<file path="src/rtl/regfile_arb_pkg.sv">
// Shared constants and state encoding for the register-file arbiter that lets a
// debug port borrow the core's register-file ports.
package regfile_arb_pkg;

  localparam int unsigned ADDR_W           = 5;
  localparam int unsigned DATA_W           = 32;
  localparam int unsigned CNT_W            = 4;
  localparam int unsigned STARVE_LIMIT_DEF = 8;

  typedef enum logic [1:0] {
    ST_IDLE   = 2'd0,
    ST_ACCESS = 2'd1,
    ST_RDWAIT = 2'd2,
    ST_DONE   = 2'd3
  } arb_state_e;

  function automatic logic core_is_idle(input logic re, input logic we);
    return !re && !we;
  endfunction

endpackage

</file>
<file path="src/rtl/regfile_arbiter.sv">
// Arbitrates the register-file ports between the core and a debug requester.
// Debug wins only when the core is idle, or after STARVE_LIMIT denied cycles.
module regfile_arbiter
  import regfile_arb_pkg::*;
#(
  parameter int unsigned STARVE_LIMIT = STARVE_LIMIT_DEF
) (
  input  logic              I_clk,
  input  logic              I_reset,
  input  logic [ADDR_W-1:0] I_core_rs1,
  input  logic [ADDR_W-1:0] I_core_rs2,
  input  logic [ADDR_W-1:0] I_core_rd,
  input  logic              I_core_re,
  input  logic              I_core_we,
  input  logic [DATA_W-1:0] I_core_data,
  output logic              O_core_stall,
  input  logic              I_dbg_req,
  input  logic              I_dbg_we,
  input  logic [ADDR_W-1:0] I_dbg_addr,
  input  logic [DATA_W-1:0] I_dbg_wdata,
  output logic              O_dbg_ack,
  output logic [DATA_W-1:0] O_dbg_rdata,
  output logic [ADDR_W-1:0] O_rf_rs1,
  output logic [ADDR_W-1:0] O_rf_rs2,
  output logic [ADDR_W-1:0] O_rf_rd,
  output logic              O_rf_re,
  output logic              O_rf_we,
  output logic [DATA_W-1:0] O_rf_data,
  input  logic [DATA_W-1:0] I_rf_regval1
);

  localparam logic [CNT_W-1:0] LimitC = CNT_W'(STARVE_LIMIT);

  arb_state_e        state_q, state_d;
  logic [CNT_W-1:0]  starve_cnt_q, starve_cnt_d;
  logic [DATA_W-1:0] rdata_q, rdata_d;

  always_comb begin
    state_d      = state_q;
    starve_cnt_d = starve_cnt_q;
    rdata_d      = rdata_q;
    O_rf_rs1     = I_core_rs1;
    O_rf_rs2     = I_core_rs2;
    O_rf_rd      = I_core_rd;
    O_rf_re      = I_core_re;
    O_rf_we      = I_core_we;
    O_rf_data    = I_core_data;
    O_core_stall = 1'b0;
    O_dbg_ack    = 1'b0;

    case (state_q)
      ST_IDLE: begin
        if (I_dbg_req) begin
          if (core_is_idle(I_core_re, I_core_we) || (starve_cnt_q == LimitC)) begin
            state_d      = ST_ACCESS;
            starve_cnt_d = '0;
          end else begin
            // Reaching the limit forces a grant next cycle, so this never wraps.
            starve_cnt_d = starve_cnt_q + 1'b1;
          end
        end
      end

      ST_ACCESS: begin
        O_rf_rs1     = I_dbg_addr;
        O_rf_rs2     = '0;
        O_rf_rd      = I_dbg_addr;
        O_rf_re      = !I_dbg_we;
        O_rf_we      = I_dbg_we;
        O_rf_data    = I_dbg_wdata;
        O_core_stall = 1'b1;
        state_d      = I_dbg_we ? ST_DONE : ST_RDWAIT;
      end

      ST_RDWAIT: begin
        // Register file is presenting the debug read; keep the ports quiet.
        O_rf_rs1     = '0;
        O_rf_rs2     = '0;
        O_rf_rd      = '0;
        O_rf_re      = 1'b0;
        O_rf_we      = 1'b0;
        O_rf_data    = '0;
        O_core_stall = 1'b1;
        rdata_d      = I_rf_regval1;
        state_d      = ST_DONE;
      end

      ST_DONE: begin
        O_dbg_ack = 1'b1;
        state_d   = ST_IDLE;
      end

      default: state_d = ST_IDLE;
    endcase
  end

  always_ff @(posedge I_clk) begin
    if (I_reset) begin
      state_q      <= ST_IDLE;
      starve_cnt_q <= '0;
      rdata_q      <= '0;
    end else begin
      state_q      <= state_d;
      starve_cnt_q <= starve_cnt_d;
      rdata_q      <= rdata_d;
    end
  end

  assign O_dbg_rdata = rdata_q;

endmodule

</file>
<file path="config.mk">
export PLATFORM = sky130hd
export DESIGN_NAME = regfile_arbiter
export DESIGN_NICKNAME = d
export VERILOG_FILES = /design/src/rtl/regfile_arb_pkg.sv /design/src/rtl/regfile_arbiter.sv
export SDC_FILE = /design/constraint.sdc
export NUM_CORES = 1
export LEC_CHECK = 0
export ABC_AREA = 1
export BUFFER_PORTS_ARGS = -buffer_cell sky130_fd_sc_hd__buf_4
export CAP_MARGIN = 0
export CORE_MARGIN = 1.5
export CORE_UTILIZATION = 37
export DETAILED_ROUTE_END_ITERATION = 7
export PLACE_DENSITY = 0.81
export SLEW_MARGIN = 15
export SYNTH_ARGS = -nofsm -noshare
export SYNTH_HDL_FRONTEND = slang
export SYNTH_SLANG_ARGS = --single-unit
</file>
<file path="constraint.sdc">
create_clock -name I_clk -period 1.8 [get_ports I_clk]
set_input_delay 0.09 -clock I_clk [delete_from_list [all_inputs] [get_ports I_clk]]
set_output_delay 0.09 -clock I_clk [all_outputs]
set_load 0.01 [all_outputs]
</file>
==> impl_metrics.tcl <==
set metrics [dict create \
    tns_ns 0 \
    track_usage_pct 25.7 \
    vias 2936 \
    grt_pass1_vias 2652 \
    p_per_area_nw_per_um2 1770 \
    nFillCells 476 \
    slew_headroom_pct 68.0 \
    slew_viol_final 0 \
    yosysWarnings 0 \
    skew_ns 0.0144 \
    hold_class "input port to flop" \
    ys_seq_area_share_pct 35.4 \
    cts.sinks 38 \
    critPathKind "flop to primary output" \
    rsz0062_at_grt "false" \
    cts_max_level 2 \
    layout-drive-gt1-share_pct 43.3 \
    wl_per_cell_um 13.4 \
    grt_pass1_wl_um 12800 \
    leakagePower_nw 2.19 \
    initial_core_util_pct 38.8 \
    ys_seq_elements 38 \
    synth_nets 475 \
    netlist_area_um2 2150 \
    synthTopCellsByArea "dfxtp_1, nand2_1, nor2_1" \
    syn_to_final_growth_pct 82.5 \
    avgViaCountPerCell 4.76 \
    worstMarginPinSlew_ns 0.480 \
    coreArea_um2 5540 \
    synthMostInstantiatedCell "nand2_1" \
    finalPower_mw 6.93 \
    async_reset_ff_share_pct 0 \
    grt_max_degree 28 \
    layout_min_cycle_time_ns 1.71 \
    clock_path_buffers 2 \
    die_h_um 79.2 \
    status "completed" \
    synthAdderAreaFrac_pct 4.08 \
    post-route-period-util_pct 94.8 \
    finalHoldViolCount 0 \
    cp_max_fo 18 \
    maxCapViolCount 0 \
    synth_edf_count 0 \
    peakVddDrop_mv 1.02 \
    ant_nets 0 \
    clock_latency_ns 0.29 \
    cts-root-buf "clkbuf_8" \
    path_clk_slew_ns 0.08 \
    port-buffer-count 204 \
    yosys.area.top_type "dfxtp_1" \
    synth_top_cell_area_share_pct 35.4 \
    die_area_um2 6270 \
    synth_common_cells "nand2_1, nor2_1, o21ai_0" \
    worst_setup_path_end_kind "primary output" \
    io-pin-count 205 \
    cts_setup_buffers 0 \
    synth_ff_type "dfxtp_1" \
    cts_buffers 5 \
    routed_wl_um 8240 \
    final_nets 673 \
    grt_remaining_overflow 0 \
    synth_area_per_cell_um2 6.21 \
    max_freq_mhz 586 \
    dp_hpwl_um 6380 \
    startpoint_type "flop" \
    synthMuxAreaShare_pct 0 \
    setup_viol 0 \
    ys_types 19 \
    synth_xor_area_share_pct 0.408 \
    place_ws_ns 0.0785 \
    n_antenna_cell 0 \
    critPathRequiredTime_ns 1.71 \
    drtIter0Drc 100 \
    antenna_found_initial 0 \
    setup_ws_ns 0.0927 \
    synthCells 346 \
    gp_congestion 0.813 \
    die_x_um 79.2 \
    synth_top_family_by_area "simple AND/OR/NAND/NOR gates" \
    synth_simple_gate_area_share_pct 38.5 \
    synth_compound_area_share_pct 12.2 \
    drc 0 \
    cts_tree "built" \
    worstPathArrival_ns 1.62 \
    rows 27 \
    first_pass_iters 6 \
]
==> critical path, stage by stage (launching register included) <==
cell     delay, ns
dfxtp_4       0.39
inv_2         0.07
ha_4          0.32
buf_12        0.15
nand2_4       0.09
o21ai_0       0.17
buf_4         0.14
==> metal layers <==
metal	vias to the layer above	track usage, %	part of all wire, %
li1	1492	-	-
met1	1288	29.8	38
met2	135	43.8	49
met3	21	7.93	11
met4	0	10.4	2.6
met5	-	0	0
==> placed cells by master (no fill, tap or decap), drive strengths merged, types with 2 or more instances in the layout <==
cell type / n
clkbuf: 6
dfxtp: 38
o21ai: 45
inv: 23
nand3: 39
ha: 7
buf: 213
nand2: 88
nor2: 75
clkinv: 2
a21oi: 4
==> final cells by class <==
class	count	area, um^2	share of cell area [%]
flip-flops and latches	38	766	19.5
repair buffers	214	1670	42.5
well taps	72	90.1	2.30
clock inverters	2	13.8	0.351
multi-input cells	262	1220	31.1
clock buffers	6	72.6	1.85
inverters	23	91.3	2.33
==> kinds of logic (layout without fill, tap and decap cells) <==
kind of cell    count (synthesis)  in the layout
fa+ha+maj                       7              7
flops                          38             38
xor+xnor                        1              1
compound gates                 51             51
buf+inv                        46            245
simple gates                  203            203
==> report_power, final <==
part / switching (mW) / internal [mW] / leakage [nW]
clock: 0.296 / 0.273 / 0.0452
combinational: 2.67 / 2.34 / 1.83
sequential: 0.186 / 1.17 / 0.312
total: 3.15 / 3.78 / 2.19
==> metrics by stage <==
stage | util, % | cells | instance area [um^2] | hold WS, ns
finish | 70.7 | 617 | 3920 | 0.0155
global route | 70.7 | 617 | 3920 | 0.0213
CTS | 70.1 | 617 | 3890 | 0.0124
detailed placement | 67.8 | 608 | 3760 | 0.261
global placement | 67.8 | 608 | 3760 | 0.255
floorplan | - | 346 | 2150 | 0.159
==> path summary, 6_finish.rpt <==
check / startpoint / to / slack [ns] / cells after the start
worst max-delay path: state_q[0] / O_rf_rs1[0] / 0.09 / 6
worst min-delay path: I_rf_regval1[9] / O_dbg_rdata[9] / 0.02 / 3
worst min register to register: O_dbg_rdata[28] / O_dbg_rdata[28] / 0.50 / 2
worst max register to register: state_q[0] / O_dbg_rdata[21] / 0.22 / 6
==> repair_timing <==
item	CTS	global route
hold buffers	1	0
endpoints found under the hold margin	1	0
resized for setup	10	14
setup endpoints to repair	39	38
==> sequential cells by signal (all words and copies together), names as in the netlist <==
name          cells
O_dbg_rdata      32
state_q           2
starve_cnt_q      4
Note: power is estimated with default switching activity, not from simulation.
